File: src/rtl/mux_sel_arbiter_if.sv
// Handshake bundle between the round-robin select arbiter and the 4:1 option mux consumer.
// The lock signal is present only when MUX_SEL_ARB_LOCK_EN is defined.
interface mux_sel_arbiter_if #(
  parameter int WIDTH_OP = 4,
  parameter int WIDTH_IN = 2
);
  logic [WIDTH_OP-1:0] req;
  logic                ready;
  logic [WIDTH_IN-1:0] sel;
  logic                valid;
  logic [WIDTH_OP-1:0] grant;
`ifdef MUX_SEL_ARB_LOCK_EN
  logic                lock;
`endif

  modport master (
    input  req,
    input  ready,
`ifdef MUX_SEL_ARB_LOCK_EN
    input  lock,
`endif
    output sel,
    output valid,
    output grant
  );

  modport slave (
    output req,
    output ready,
`ifdef MUX_SEL_ARB_LOCK_EN
    output lock,
`endif
    input  sel,
    input  valid,
    input  grant
  );
endinterface

File: src/rtl/mux_sel_arbiter.sv
// Round-robin arbiter producing a registered, handshake-held select for the option mux.
// Optional burst ownership via the lock input is enabled by defining MUX_SEL_ARB_LOCK_EN.
module mux_sel_arbiter #(
  parameter int WIDTH_OP = 4,
  parameter int WIDTH_IN = 2
) (
  input logic               clk,
  input logic               rst,
  mux_sel_arbiter_if.master bus
);
  localparam logic [0:0] IDLE  = 1'b0;
  localparam logic [0:0] GRANT = 1'b1;
  localparam logic [WIDTH_IN-1:0] LAST_IDX = WIDTH_IN'(WIDTH_OP - 1);
  localparam logic [WIDTH_IN:0]   NUM_OP   = (WIDTH_IN+1)'(WIDTH_OP);
  localparam logic [WIDTH_OP-1:0] ONE_HOT0 = WIDTH_OP'(1);

  logic [0:0]          state_q, state_d;
  logic [WIDTH_IN-1:0] sel_q, sel_d;
  logic [WIDTH_IN-1:0] ptr_q, ptr_d;
  logic                valid_q, valid_d;
  logic [WIDTH_OP-1:0] grant_q, grant_d;

  logic [WIDTH_IN-1:0] nextPtr;
  logic [WIDTH_IN-1:0] searchStart;
  logic [WIDTH_IN:0]   cand;
  logic [WIDTH_IN-1:0] winner;
  logic                found;
  logic                transfer;
  logic                holdLock;

  // Pointer after the current grant completes; explicit wrap keeps it below WIDTH_OP.
  assign nextPtr     = (sel_q == LAST_IDX) ? '0 : sel_q + 1'b1;
  assign searchStart = (state_q == GRANT) ? nextPtr : ptr_q;
  assign transfer    = valid_q && bus.ready;

`ifdef MUX_SEL_ARB_LOCK_EN
  assign holdLock = bus.lock && bus.req[sel_q];
`else
  assign holdLock = 1'b0;
`endif

  always_comb begin
    found  = 1'b0;
    winner = '0;
    cand   = '0;
    for (int i = 0; i < WIDTH_OP; i++) begin
      cand = {1'b0, searchStart} + (WIDTH_IN+1)'(i);
      if (cand >= NUM_OP) begin
        cand = cand - NUM_OP;
      end
      if (!found && bus.req[cand[WIDTH_IN-1:0]]) begin
        found  = 1'b1;
        winner = cand[WIDTH_IN-1:0];
      end
    end
  end

  always_comb begin
    state_d = state_q;
    sel_d   = sel_q;
    ptr_d   = ptr_q;
    valid_d = valid_q;
    grant_d = grant_q;
    case (state_q)
      IDLE: begin
        if (found) begin
          sel_d   = winner;
          grant_d = ONE_HOT0 << winner;
          valid_d = 1'b1;
          state_d = GRANT;
        end
      end
      GRANT: begin
        // A locked owner that still requests keeps the grant and the pointer.
        if (transfer && !holdLock) begin
          ptr_d = nextPtr;
          if (found) begin
            sel_d   = winner;
            grant_d = ONE_HOT0 << winner;
          end else begin
            valid_d = 1'b0;
            grant_d = '0;
            state_d = IDLE;
          end
        end
      end
      default: begin
        state_d = IDLE;
        valid_d = 1'b0;
        grant_d = '0;
      end
    endcase
  end

  always_ff @(posedge clk or posedge rst) begin
    if (rst) begin
      state_q <= IDLE;
      sel_q   <= '0;
      ptr_q   <= '0;
      valid_q <= 1'b0;
      grant_q <= '0;
    end else begin
      state_q <= state_d;
      sel_q   <= sel_d;
      ptr_q   <= ptr_d;
      valid_q <= valid_d;
      grant_q <= grant_d;
    end
  end

  assign bus.sel   = sel_q;
  assign bus.valid = valid_q;
  assign bus.grant = grant_q;
endmodule

File: src/flat_wrapper.sv
// flat-port wrapper written by rule: the top's interface ports become plain ports
module mux_sel_arbiter_flat 
#(
  parameter int WIDTH_OP = 4,
  parameter int WIDTH_IN = 2
)
  (clk, rst, bus_req, bus_ready, bus_sel, bus_valid, bus_grant);
  mux_sel_arbiter_if #(.WIDTH_OP(WIDTH_OP), .WIDTH_IN(WIDTH_IN)) bus_i ();
  input logic clk;
  input logic rst;
  input wire logic [$bits(bus_i.req)-1:0] bus_req;
  input wire logic [$bits(bus_i.ready)-1:0] bus_ready;
  output wire logic [$bits(bus_i.sel)-1:0] bus_sel;
  output wire logic [$bits(bus_i.valid)-1:0] bus_valid;
  output wire logic [$bits(bus_i.grant)-1:0] bus_grant;
  assign bus_i.req = bus_req;
  assign bus_i.ready = bus_ready;
  assign bus_sel = bus_i.sel;
  assign bus_valid = bus_i.valid;
  assign bus_grant = bus_i.grant;
  mux_sel_arbiter #(.WIDTH_OP(WIDTH_OP), .WIDTH_IN(WIDTH_IN)) u_core (.clk(clk), .rst(rst), .bus(bus_i));
endmodule
File: config.mk
export PLATFORM = sky130hd
export DESIGN_NAME = mux_sel_arbiter_flat
export DESIGN_NICKNAME = d
export VERILOG_FILES = /design/src/rtl/mux_sel_arbiter_if.sv /design/src/rtl/mux_sel_arbiter.sv /design/src/flat_wrapper.sv
export SDC_FILE = /design/constraint.sdc
export NUM_CORES = 1
export LEC_CHECK = 0
export ABC_AREA = 1
export BUFFER_PORTS_ARGS = -buffer_cell sky130_fd_sc_hd__buf_4
export CORE_ASPECT_RATIO = 1.25
export CORE_MARGIN = 2
export CORE_UTILIZATION = 33
export DETAILED_ROUTE_END_ITERATION = 12
export SETUP_SLACK_MARGIN = 0.05
export SYNTH_ARGS = -nofsm -noshare
export SYNTH_HDL_FRONTEND = slang
export SYNTH_SLANG_ARGS = --single-unit
File: constraint.sdc
create_clock -name clk -period 2.15 [get_ports clk]
set_input_delay 0.43 -clock clk [delete_from_list [all_inputs] [get_ports clk]]
set_output_delay 0.43 -clock clk [all_outputs]
set_load 0.02 [all_outputs]
# Word-level counts from Yosys, hierarchy flattened
# Index checks and enable logic that the tools add are counted.
[classes]
reduce_logical = 10
order_cmp = 8
muxes = 36
n_shift = 1
n_addsub = 8
bitwise_logic = 1
eq_ne = 4
[ops]
columns = ["op", "n"]
rows = [
  ["2-bit 2-to-1 mux", 12],
  ["1-bit 2-to-1 mux", 13],
  ["2-bit by 3-bit < comparator with 1-bit output, second input constant", 4],
  ["4-bit 2-to-1 mux", 3],
  ["3-bit >= comparator, second input constant", 3],
  ["1-bit binary-select mux with 2-bit select", 4],
  ["4-bit case mux with 2 select lines", 1],
  ["2-bit by 1-bit subtractor with 2-bit output, second input constant", 4],
  ["2-bit by 2-bit adder with 3-bit output, second input constant", 2],
  ["1-bit logical AND", 4],
  ["2-bit != test, second input constant", 2],
  ["1-bit case mux with 2 select lines", 2],
  ["2-bit case mux with 2 select lines", 1],
  ["2-bit AND reduction", 2],
  ["1-bit by 2-bit << shifter with 4-bit output, first input constant", 1],
  ["2-bit by 1-bit adder with 3-bit output, second input constant", 1],
  ["2-bit by 3-bit >= comparator with 1-bit output, second input constant", 1],
  ["1-bit zero test", 3],
  ["3-bit AND reduction", 1],
  ["2-bit by 1-bit adder with 2-bit output, second input constant", 1],
  ["2-bit equality test, second input constant", 1],
  ["2-bit by 1-bit != test with 1-bit output, second input constant", 1],
  ["1-bit inverter", 1],
]
[word_totals]
reg_bits = 10
elab_cells = 73
out_inout_bits = 7
input_bits = 7

# Longest topological paths before layout
[logic_depth]
word_depth = 21
depth_mapped = 15
mapped_depth_nobuf = 15

# Worst setup path before layout
# Ideal clock, no wire load.
[synth_path]
path_kind = "register to register"
startpoint = "reg u_core.sel_q[0] (netlist: u_core.bus.sel[0])"
endpoint = "reg u_core.grant_q[2] (netlist: u_core.bus.grant[2])"
slack_ns = 0.179
period_less_slack_ns = 1.971
stages_incl_launch_ff = 14
setup_time_ns = 0.118
path_buffers = 0
arrival_time_ns = 1.853
required_ns = 2.032
cell_sequence = "dfrtp_1 -> ha_1 -> nor2_1 -> nand2_2 -> nand2_8 -> nand2_1 -> nand2_1 -> nor2_1 -> nor2_2 -> nand3_2 -> nand2_2 -> nand2_4 -> nand3_1 -> nand2_1"
[synth_via]
elab_chain_len = 21
elab_cells_between_ends = 48
classes_between = "add/sub (8); order compare (4); eq/ne (2); shift (1); mux (26); reduce/logical (7)"
[synth_rtl]
columns = ["item", "line_no", "text"]
rows = [
  ["start: declaration", "mux_sel_arbiter.sv:18", "logic [WIDTH_IN-1:0] sel_q, sel_d;"],
  ["start signal: assignment", "mux_sel_arbiter.sv:104", "sel_q <= sel_d;"],
  ["2-bit by 1-bit adder with 2-bit output / 2-bit equality test (equally long branches)", "mux_sel_arbiter.sv:32", "assign nextPtr = (sel_q == LAST_IDX) ? '0 : sel_q + 1'b1;"],
  ["2-bit 2-to-1 mux (*)", "mux_sel_arbiter.sv:32", ""],
  ["2-bit 2-to-1 mux (*)", "mux_sel_arbiter.sv:33", "assign searchStart = (state_q == GRANT) ? nextPtr : ptr_q;"],
  ["branches (longest 18 deep; another with 2-bit by 1-bit adder with 3-bit output)", "n/a", ""],
  ["end signal: assignment", "mux_sel_arbiter.sv:107", "grant_q <= grant_d;"],
  ["end: declaration", "mux_sel_arbiter.sv:21", "logic [WIDTH_OP-1:0] grant_q, grant_d;"],
]
# Mark *: on every way between the ends. The select of a mux whose other input is x is not followed.
# A chain may end at the register's enable or synchronous reset.

# Worst setup path in the final report
# Ends and elaborated chain as after synthesis.

==> results.sh <==
export IMPL_fin_crit_sh_pct=92.9
export IMPL_ir_worst_vdd_v=0.000232
export IMPL_grt_pass1_wl_um=3560
export IMPL_fill_cells=262
export IMPL_totalWireLength_um=2160
export IMPL_start_kind="flip-flop"
export IMPL_h_tree_depth=1
export IMPL_synth_cells=130
export IMPL_cts_root_buf="clkbuf_4"
export IMPL_synth_top_cell_area_share_pct=29.6
export IMPL_crit_required_ps=2320
export IMPL_cts_path_max_buffers=2
export IMPL_placed_cell_area_um2=983
export IMPL_seq_power_share_pct=50.1
export IMPL_grt_max_degree=11
export IMPL_grt_usage_pct=15.1
export IMPL_synth_area_leaders="dfrtp_1, nand2_1, nand3_1, nand2_2, inv_1"
export IMPL_worst_slack_ps=152
export IMPL_yosysWarnings=0
export IMPL_hp_class="input port to async pin"
export IMPL_r2r_setup_slack_ps=150
export IMPL_power_density_nw_per_um2=335
export IMPL_avgSynthCellArea_um2=6.50
export IMPL_antenna_found_initial=0
export IMPL_numPortBuffers=13
export IMPL_synth_distinct_cells=19
export IMPL_cp_end_kind="flip-flop"
export IMPL_leakagePower_nw=0.597
export IMPL_drt_pass1_iter_count=6
export IMPL_timing_final_setup_violations=0
export IMPL_cp_max_fo=6
export IMPL_cts_sink_count=10
export IMPL_ys_seq_area_share_pct=29.6
export IMPL_drt_antenna_violating_nets=0
export IMPL_ys_seq_elements=10
export IMPL_num_vias=924
export IMPL_cap_violations=0
export IMPL_diodes=0
export IMPL_clk_pin_slew_worst_paths_ps=70
export IMPL_dpl_worst_slack_ps=32.2
export IMPL_grt_pass1_vias=858
export IMPL_p_int_mw=0.274
export IMPL_start_util_pct=34.8
export IMPL_arrival_ps=2160
export IMPL_core_um2=2430
export IMPL_clock_fmax_mhz=501
export IMPL_grt_overflow=0
export IMPL_rsz0062_at_grt="no"
export IMPL_layout_area_overhead_vs_synth_pct=32.9
export IMPL_fin_area_um2=1120
export IMPL_cts_tree="built"
export IMPL_tns_ps=0
export IMPL_numCtsBuffers=3
export IMPL_tightest_slew_ps=398
export IMPL_die_w_um=49.3
export IMPL_status="finished, final reports clean"
export IMPL_syn_num_nets=138
export IMPL_min_period_ps=2000
export IMPL_finalHoldViolations=0
export IMPL_p_switching_mw=0.101
export IMPL_switching_share_pct=27.0
export IMPL_whs_ps=138
export IMPL_drive_above_1_share_pct=34.0
export IMPL_rows=20
export IMPL_drt_initial_drc_count=17
export IMPL_synth_top_area_cell="dfrtp_1"
export IMPL_drc=0
export IMPL_clk_latency_ps=270
export IMPL_dp_hpwl_um=1500
export IMPL_clock_skew_ps=6.95
export IMPL_die_area_um2=2980
export IMPL_slew_violations=0
export IMPL_ios=14
export IMPL_layout_cells_non_filler=186
export IMPL_place_inst=176
export IMPL_viasPerCell=4.97
export IMPL_wire_per_inst_um=11.6
export IMPL_final_nets=163
export IMPL_critPathKind="flip-flop to flip-flop"
export IMPL_rr_worst_depth=13
export IMPL_place_congestion=0.874
export IMPL_relSlewSlack_pct=73.4
export IMPL_clkPwrFrac_pct=35.0
export IMPL_comb_power_share_pct=15.0
export IMPL_fp_dieH_um=60.6
export IMPL_syn_cell_area_um2=845
metrics by stage:
step           util (%)  power, mW
2_1_floorplan         -      0.224
3_3_place_gp       40.5      0.241
3_5_place_dp       40.5      0.242
4_1_cts            42.1      0.376
5_1_grt            46.2      0.391
6_report           46.2      0.376
layout by cell type, fill, tap and decap left out, types with 2 or more instances in the layout:
master,Yosys,layout
buf_4,0,18
nor2_4,1,2
inv_1,13,13
nand4_1,2,2
dfrtp_1,10,9
nand3_2,1,3
nand2_8,2,2
nand2_2,8,11
nor2_1,10,7
o21ai_0,6,6
clkbuf_4,0,3
o21ai_1,2,2
nand2_4,2,4
nor2_2,2,4
nand3_1,21,18
nand2_1,44,41
a21oi_1,2,2
synthesized netlist by cell type:
cell type  count
a21boi_1       1
nor2_1        10
ha_1           1
nor2_2         2
o21ai_0        6
nand2_2        8
a21oi_1        2
nand3_1       21
nand2_1       44
inv_1         13
nand3_2        1
o21ai_1        2
nand2_4        2
nor2_4         1
clkinv_2       1
dfrtp_1       10
nand4_1        2
nand2_8        2
inv_2          1
worst max-delay path: stages (launching register included):
cell	delay [ps]
dfrtp_2	440
ha_4	180
nor2_4	130
nand2_4	120
nand2_8	120
nand2_1	60
nand2_2	110
nor2_2	60
nor2_2	210
nand3_4	120
nand2_2	120
nand2_4	70
nand3_1	80
nand2_1	50
power by group through the flow:
stage | Clock, mW | Sequential (mW) | Combinational [mW]
2_1_floorplan | 0 | 0.192 | 0.0325
3_3_place_gp | 0 | 0.192 | 0.0493
3_5_place_dp | 0 | 0.192 | 0.0499
4_1_cts | 0.138 | 0.188 | 0.0502
5_1_grt | 0.140 | 0.188 | 0.0638
6_report | 0.131 | 0.188 | 0.0562
area by class of cell:
type	count	area, um2	share of cell area, %
Sequential cell	10	251	22.4
Tap cell	33	41.3	3.68
Inverter	15	57.6	5.13
Clock buffer	3	22.5	2.01
Multi-Input combinational cell	107	614	54.7
Timing Repair Buffer	18	135	12.0
cell families (layout without fill, tap and decap cells):
group,Yosys count,in the layout,synth area share [%]
and+or+nand+nor,93,95,55.3
adders and majority gates,1,1,1.48
buffers and inverters,15,36,6.81
AOI/OAI and AO/OA,11,11,6.82
DFF,10,10,29.6
final timing paths:
check / start / to
worst max-delay path: u_core.bus.sel[0] / u_core.bus.grant[2]
worst min-delay path: rst / u_core.bus.grant[2]
worst max register to register: u_core.bus.sel[0] / u_core.bus.grant[2]
worst min register to register: u_core.bus.grant[3] / u_core.bus.grant[3]
max in group asynchronous: rst / u_core.bus.sel[0]
min in group clk: u_core.bus.grant[3] / u_core.bus.grant[3]
state kept, by name, summed over array words and instances (netlist names):
register	flops
u_core.bus.grant	4
u_core.bus.sel	2
u_core.ptr_q	2
u_core.bus.valid	1
u_core.state_q	1
repair_timing:
action,CTS,global route
buffers inserted,0,5
pin swaps,0,13
resized for setup,3,13
gates cloned,1,1
endpoints found under the setup margin,5,7
hold buffers,0,0
metal layers:
layer,wire length (um),vias to the layer above,global-route usage (%),share of wire [%]
met3,123,3,1.72,5.7
met5,0,-,0,0
met1,928,428,18.4,43
met2,1070,26,26.1,50
met4,36,0,8.98,1.7
li1,-,467,-,-
Note: power is estimated with default switching activity, not from simulation.
